**src/rtl/fetch_control_unit_pkg.sv**
```systemverilog
`default_nettype none
// +----------------------------------------------------------------------+
// | Package : cu_pkg                                                     |
// | Shared state encoding, opcode constants and IR field positions for   |
// | the TCC fetch control unit.                                          |
// | Revision: 1.0                                                        |
// +----------------------------------------------------------------------+
package cu_pkg;

  localparam int OPCODE_WIDTH = 5;
  localparam logic [OPCODE_WIDTH-1:0] HALT_OPCODE = 5'b11111;

  localparam int IR_WIDTH       = 16;
  localparam int IR_OPCODE_MSB  = 15;
  localparam int IR_OPCODE_LSB  = 11;
  localparam int IR_OPERAND_MSB = 10;
  localparam int IR_OPERAND_LSB = 0;

  localparam int TIMEOUT_WIDTH = 8;

  typedef enum logic [2:0] {
    IDLE     = 3'd0,
    CLEAR    = 3'd1,
    FETCH    = 3'd2,
    LOAD     = 3'd3,
    DECODE   = 3'd4,
    DISPATCH = 3'd5,
    HALT     = 3'd6,
    ERROR    = 3'd7
  } cu_state_e;

endpackage
`default_nettype wire

```
**src/rtl/fetch_timeout_counter.sv**
```systemverilog
`default_nettype none
// +----------------------------------------------------------------------+
// | Module  : fetch_timeout_counter                                      |
// | Clear/enable up-counter flagging a terminal count for the memory     |
// | watchdog of the fetch control unit.                                  |
// | Revision: 1.0                                                        |
// +----------------------------------------------------------------------+
module fetch_timeout_counter #(
  parameter int WIDTH    = 8,
  parameter int TERMINAL = 15
) (
  input  logic clk,
  input  logic rst,
  input  logic clear,
  input  logic enable,
  output logic terminal
);

  logic [WIDTH-1:0] count;

  always_ff @(posedge clk) begin
    if (rst || clear) begin
      count <= '0;
    end else if (enable) begin
      count <= count + 1'b1;
    end
  end

  assign terminal = (count == WIDTH'(TERMINAL));

endmodule
`default_nettype wire

```
**src/rtl/fetch_control_unit.sv**
```systemverilog
`default_nettype none
// +----------------------------------------------------------------------+
// | Module  : fetch_control_unit                                         |
// | Moore FSM sequencing IR clear, memory fetch, IR load/PC increment    |
// | and valid/ready dispatch; stops on HALT. Optional memory watchdog    |
// | enabled by defining CU_TIMEOUT_EN.                                   |
// | Revision: 1.0                                                        |
// +----------------------------------------------------------------------+
module fetch_control_unit #(
  parameter int                      OPCODE_WIDTH = cu_pkg::OPCODE_WIDTH,
  parameter logic [OPCODE_WIDTH-1:0] HALT_OPCODE  = cu_pkg::HALT_OPCODE,
  parameter int                      MEM_TIMEOUT  = 15,
  parameter int                      COUNT_WIDTH  = 16
) (
  input  logic                    clock,
  input  logic                    cu_reset,
  input  logic                    cu_start,
  output logic                    mem_rd,
  input  logic                    mem_ack,
  output logic                    ir_wr,
  output logic                    ir_reset,
  output logic                    pc_inc,
  input  logic [OPCODE_WIDTH-1:0] ir_opcode,
  output logic                    dispatch_valid,
  input  logic                    dispatch_ready,
  output logic                    cu_halted,
  output logic                    cu_error,
  output logic [COUNT_WIDTH-1:0]  instr_count
);

  import cu_pkg::*;

  if (MEM_TIMEOUT < 1 || MEM_TIMEOUT > 255 || COUNT_WIDTH < 1 ||
      OPCODE_WIDTH != IR_OPCODE_MSB - IR_OPCODE_LSB + 1 ||
      IR_OPCODE_MSB != IR_WIDTH - 1 || IR_OPERAND_MSB + 1 != IR_OPCODE_LSB ||
      IR_OPERAND_LSB != 0) begin : g_param_check
    $error("fetch_control_unit: illegal parameterisation");
  end

  cu_state_e state;
  cu_state_e next_state;
  logic      clear_phase;
  logic      timeout_hit;

`ifdef CU_TIMEOUT_EN
  logic error_flag;

  // Counter holds at zero outside FETCH, so every entry to FETCH starts fresh.
  fetch_timeout_counter #(
    .WIDTH    (TIMEOUT_WIDTH),
    .TERMINAL (MEM_TIMEOUT)
  ) u_timeout (
    .clk      (clock),
    .rst      (cu_reset),
    .clear    (state != FETCH),
    .enable   ((state == FETCH) && !mem_ack),
    .terminal (timeout_hit)
  );

  assign cu_error = error_flag;
`else
  assign timeout_hit = 1'b0;
  assign cu_error    = 1'b0;
`endif

  always_comb begin
    next_state = state;
    case (state)
      IDLE:     if (cu_start) next_state = CLEAR;
      CLEAR:    next_state = FETCH;
      FETCH: begin
        if (mem_ack)          next_state = LOAD;
        else if (timeout_hit) next_state = ERROR;
      end
      LOAD:     next_state = DECODE;
      DECODE:   next_state = (ir_opcode == HALT_OPCODE) ? HALT : DISPATCH;
      DISPATCH: if (dispatch_ready) next_state = FETCH;
      HALT:     next_state = HALT;
      ERROR:    next_state = ERROR;
      default:  next_state = IDLE;
    endcase
  end

  // Outputs are registered from next_state so they always match the state register.
  always_ff @(posedge clock) begin
    if (cu_reset) begin
      state          <= IDLE;
      clear_phase    <= 1'b0;
      mem_rd         <= 1'b0;
      ir_wr          <= 1'b0;
      pc_inc         <= 1'b0;
      dispatch_valid <= 1'b0;
      cu_halted      <= 1'b0;
      instr_count    <= '0;
`ifdef CU_TIMEOUT_EN
      error_flag     <= 1'b0;
`endif
    end else begin
      state          <= next_state;
      clear_phase    <= (next_state == CLEAR);
      mem_rd         <= (next_state == FETCH);
      ir_wr          <= (next_state == LOAD);
      pc_inc         <= (next_state == LOAD);
      dispatch_valid <= (next_state == DISPATCH);
      cu_halted      <= (next_state == HALT);
`ifdef CU_TIMEOUT_EN
      error_flag     <= (next_state == ERROR);
`endif
      if ((state == DISPATCH) && dispatch_ready && (instr_count != '1)) begin
        instr_count <= instr_count + 1'b1;
      end
    end
  end

  assign ir_reset = clear_phase | cu_reset;

endmodule
`default_nettype wire

```
**config.mk**
```make
export PLATFORM = sky130hd
export DESIGN_NAME = fetch_control_unit
export DESIGN_NICKNAME = d
export VERILOG_FILES = /design/src/rtl/fetch_control_unit_pkg.sv /design/src/rtl/fetch_timeout_counter.sv /design/src/rtl/fetch_control_unit.sv
export SDC_FILE = /design/constraint.sdc
export NUM_CORES = 1
export LEC_CHECK = 0
export BUFFER_PORTS_ARGS = -buffer_cell sky130_fd_sc_hd__buf_4
export CAP_MARGIN = 15
export CELL_PAD_IN_SITES_DETAIL_PLACEMENT = 1
export CELL_PAD_IN_SITES_GLOBAL_PLACEMENT = 1
export CORE_MARGIN = 1
export CORE_UTILIZATION = 39
export CTS_BUF_LIST = sky130_fd_sc_hd__clkbuf_4 sky130_fd_sc_hd__clkbuf_8
export CTS_CLUSTER_SIZE = 10
export DETAILED_ROUTE_END_ITERATION = 10
export GPL_TIMING_DRIVEN = 0
export PLACE_DENSITY = 0.83
export SYNTH_ARGS = -nofsm -noshare
export SYNTH_HDL_FRONTEND = slang
export SYNTH_SLANG_ARGS = --single-unit
```
**constraint.sdc**
```tcl
create_clock -name clock -period 2.2 [get_ports clock]
set_clock_uncertainty 0.2 [all_clocks]
set_input_delay 0.44 -clock clock [delete_from_list [all_inputs] [get_ports clock]]
set_output_delay 0.44 -clock clock [all_outputs]
set_load 0.01 [all_outputs]
```
# == Yosys cells after proc, flatten, opt, wreduce, memory -nomap -nowiden ==
# Cells that the tools add are included.
# word_totals
register_bits,24
latch_bits,0
ramBits,0
romBits,0
inputBits,10
output_inout_bits,23
elab_cells,31
memories,0
# classes
addsub,1
n_mul,0
div_mod_pow,0
n_lt_le_gt_ge,0
eq_ne,14
shift,0
mux,5
bitwise,1
n_reduce_logical,3
# ops
op,count
3-bit one-hot mux with 8 select lines,1
3-bit equality test (second input constant),6
16-bit by 1-bit adder with 16-bit output (second input constant),1
16-bit != test (second input constant),1
3-bit by 2-bit equality test with 1-bit output (second input constant),4
3-bit two-way mux,3
3-bit by 1-bit equality test with 1-bit output (second input constant),2
5-bit equality test (second input constant),1
3-bit zero test,1
1-bit logical AND,2
2-bit two-way mux,1
1-bit OR,1

# == Depth between registers and ports, before layout ==
# depth
word_depth,4
depth_mapped,6

# == Worst setup path before layout ==
# OpenSTA, ideal clock, no wires.
# synth_path
path_kind,reg-to-reg
start,register instr_count[4]
end,register instr_count[15]
t_arrival_ns,1.708
path_slack_ns,0.221
stages_incl_launch_ff,6
n_path_buf,1
period_less_slack_ns,1.979
path_cell_list,dfxtp_1 -> clkbuf_1 -> nand2_1 -> or4_1 -> or4_1 -> a21oi_1
# synth_via
elab_chain_cells,2
# synth_lines
item,line,text
start: declaration,fetch_control_unit.sv:28,output logic [COUNT_WIDTH-1:0] instr_count
start signal: assignment,fetch_control_unit.sv:110,instr_count <= instr_count + 1'b1;
branches (longest 2 deep; another with 16-bit by 1-bit adder with 16-bit output),--,
# Parallel ways; which one is timed is not known.
# A chain may end at the register's enable or synchronous reset.

# == Worst setup path after layout ==
# layout_path
start,register instr_count[6]
end,register instr_count[11]
# The elaborated chain is that of the path after synthesis.

==> qor.log <==
[run_status] result of the run finished, violations left
[run_status] violated checks DRC
[synth] gate count of the mapped netlist 144
[timing] slew at the pin closest to its max-slew limit 0.617 ns
[route] Iteration-0 DRC Markers 61
[setup_path] worst path required time 2.22 ns
[floorplanning] area of the die 3330 sq um
[timing] Final Slew Violations 0
[timing] worst max-slew margin expressed relative to the limit 0.585
[floorplanning] area of the core region 2850 sq um
[timing] worst-case hold slack 0.232 ns
[global_route] largest net degree at the start of global routing 15
[route] count of nets left with antenna violations after detail routing 0
[setup_path] kind of critical path reg2reg
[power] P_leak 0.597 nW
[final_layout] Post-Route Utilization 0.547
[place] RePlAce Congestion 0.747
[final_layout] area growth from synthesis to layout 29.2%
[synth] synthesized area per cell 8.39 sq um
[clock_tree] # Post-CTS Setup Buffers 0
[synth] area leader, netlist dfxtp_1
[synth] most common cell in the netlist dfxtp_1
[place] number of cells after detailed placement 206
[global_route] antenna violations before repair 0
[final_layout] Diodes inserted 0
[timing] maximum clock frequency 469 MHz
[timing] min cycle time layout 2.13 ns
[final_layout] Filler Cells Inserted 351
[synth] total of warnings raised by yosys 0
[synth] area share of the largest cell type after synthesis 0.398
[synth] leading post-synthesis cells by cell area dfxtp_1, or4_1, a21oi_1
[synth] flip-flop and latch count after synthesis 24
[power] portion of total power attributed to combinational logic 0.122
[final_layout] Nets 190
[route] routed wire length per instance 16.4 um
[setup_path] endpoint class of the critical path register
[clock_tree] root cell of the clock tree clkbuf_4
[global_route] all-layer global routing usage 0.212
[hold_path] class of the most critical hold timing path in2reg
[global_route] first-pass GRT wire length 5550 um
[job] maxcap violations 0
[clock_tree] number of H-tree branching levels 1
[power] internal power summed over all cells 0.686 mW
[place] Post-Place Cell Area 1480 sq um
[synth] Yosys cell types 37
[clock_tree] Clock transition at path regs 0.14 ns
[power] sequential share of power 0.515
[floorplanning] row count 19
[synth] proportion of synthesized flip-flops having asynchronous set or reset 0
[synth] Synth Net Count 155
[floorplanning] Die Span X 57.7 um
[route] Routed Wire Length 3430 um
[clock_tree] clock insertion delay at the later pin of the skew report 0.32 ns
[place] post-placement setup slack -0.0696 ns
[route] total number of vias 1276
[timing] final critical-path share of the clock period 0.970
[route] mean number of vias per cell 6.11
[power] power per unit of standard cell area 571 nW/um^2
[final_layout] Post-Layout Inst Area 1560 sq um
[power] clock power share 0.363
[floorplanning] DIE HEIGHT 57.7 um
[power] net switching fraction of the power 0.231
[clock_tree] TritonCTS clock tree yes
[power] NetSw 0.207 mW
[place] Buffers on Ports 31
[timing] Setup TNS 0 ns
[clock_tree] maximum buffer depth of the clock tree 2
[synth] number of flops mapped to enable cells by yosys 0
[timing] final worst-path setup slack 0.0665 ns
[clock_tree] number of buffers created by CTS 3
[synth] portion of the post-synthesis area used by sequential elements 0.398
[floorplanning] initial cell density of the core 0.424
[route] number of iterations in the first detailed-routing pass 7
[global_route] GR Overflow Total 0
[global_route] vias in the first global route 1269
[setup_path] Critical Path Start Type register
[floorplanning] count of pins on the block boundary 33
[synth] top cell types by occurrence after synthesis dfxtp_1, a21oi_1, or4_1
[timing] final-report hold violation count 0
[power] total power 0.892 mW
[setup_path] signal arrival time at the worst endpoint 2.16 ns
[timing] setup violators final 0
[final_layout] fraction of layout cells with a size suffix above 1 0.281
[synth] Cell Area, Synth 1210 sq um
[route] total DRC errors in the routed layout 2
[setup_path] CP max FO 7
[synth] most used flip-flop cell after synthesis dfxtp_1
[final_layout] final instance count without filler cells 209
[power] peak ir drop on the vdd network 0.294 mV
[clock_tree] Clock Sinks 24
[place] Post-DP HPWL 2590 um
## worst max-delay path, stage by stage, from the launching register on
cell	delay, ns
dfxtp_1	0.46
nand4_2	0.24
or3_1	0.52
nor4_2	0.24
mux2_2	0.37
## power by group through the flow
stage / Combinational [mW] / Clock (mW) / Sequential, mW
after CTS: 0.110 / 0.329 / 0.459
final: 0.109 / 0.324 / 0.459
after floorplan: 0.0618 / 0 / 0.469
after global routing: 0.118 / 0.348 / 0.461
after detailed placement: 0.109 / 0 / 0.469
after global placement: 0.102 / 0 / 0.467
## cells by family (layout without fill, tap and decap cells)
kind of cell	after synthesis	in the layout	synth area share
buf+inv	14	48	0.0518
other cells	1	1	0.00310
fa+ha+maj	1	1	0.0104
simple gates	67	67	0.339
compound gates	35	35	0.180
flops	24	24	0.398
mux	2	2	0.0186
## metal layers
metal  vias up  wire length [um]  track usage
li1        610                 -            -
met2        24              1890        0.410
met3         7                91       0.0268
met5         -                 0            0
met4         0                64       0.0850
met1       635              1390        0.232
## final timing paths
| path | cells past startpoint | end | slack, ns | from |
|---|---|---|---|---|
| max | 4 | instr_count[11] | 0.07 | instr_count[6] |
| min | 3 | state[0] | 0.23 | cu_start |
| max reg2reg | 4 | instr_count[11] | 0.07 | instr_count[6] |
| min reg2reg | 2 | instr_count[1] | 0.34 | instr_count[1] |
## registers in the layout (all words and copies together), names as in the netlist
signal,flops
instr_count,16
pc_inc,1
clear_phase,1
dispatch_valid,1
mem_rd,1
cu_halted,1
state,3
## timing repair
action,CTS,global route
hold buffers,0,0
setup endpoints to repair,6,4
gates resized for setup,3,5
pin swaps,0,1
## final cells by class
cell class / instances / area [sq um] / share of cell area
buffer: 8 / 43.8 / 0.0280
clock inverter: 1 / 30.0 / 0.0192
inverter: 5 / 18.8 / 0.0120
clock buffer: 3 / 22.5 / 0.0144
multi-input combinational: 106 / 693 / 0.444
timing repair buffer: 31 / 233 / 0.149
tap: 31 / 38.8 / 0.0248
sequential: 24 / 482 / 0.308
## cell usage in the layout (no fill, tap or decap), types with 3 or more instances in the layout
cell type / netlist / final
clkbuf_4: 0 / 3
inv_1: 5 / 5
or4_1: 11 / 11
dfxtp_1: 24 / 23
nor2_1: 7 / 7
buf_4: 2 / 34
nor2b_1: 4 / 4
a21oi_1: 16 / 16
nand3_1: 8 / 8
nor4_2: 1 / 3
nor3b_1: 3 / 3
or3_1: 3 / 3
o31ai_1: 10 / 10
nand4_1: 3 / 3
o21ai_0: 3 / 3
nand2_1: 10 / 10
(Power assumes the default switching activity.)
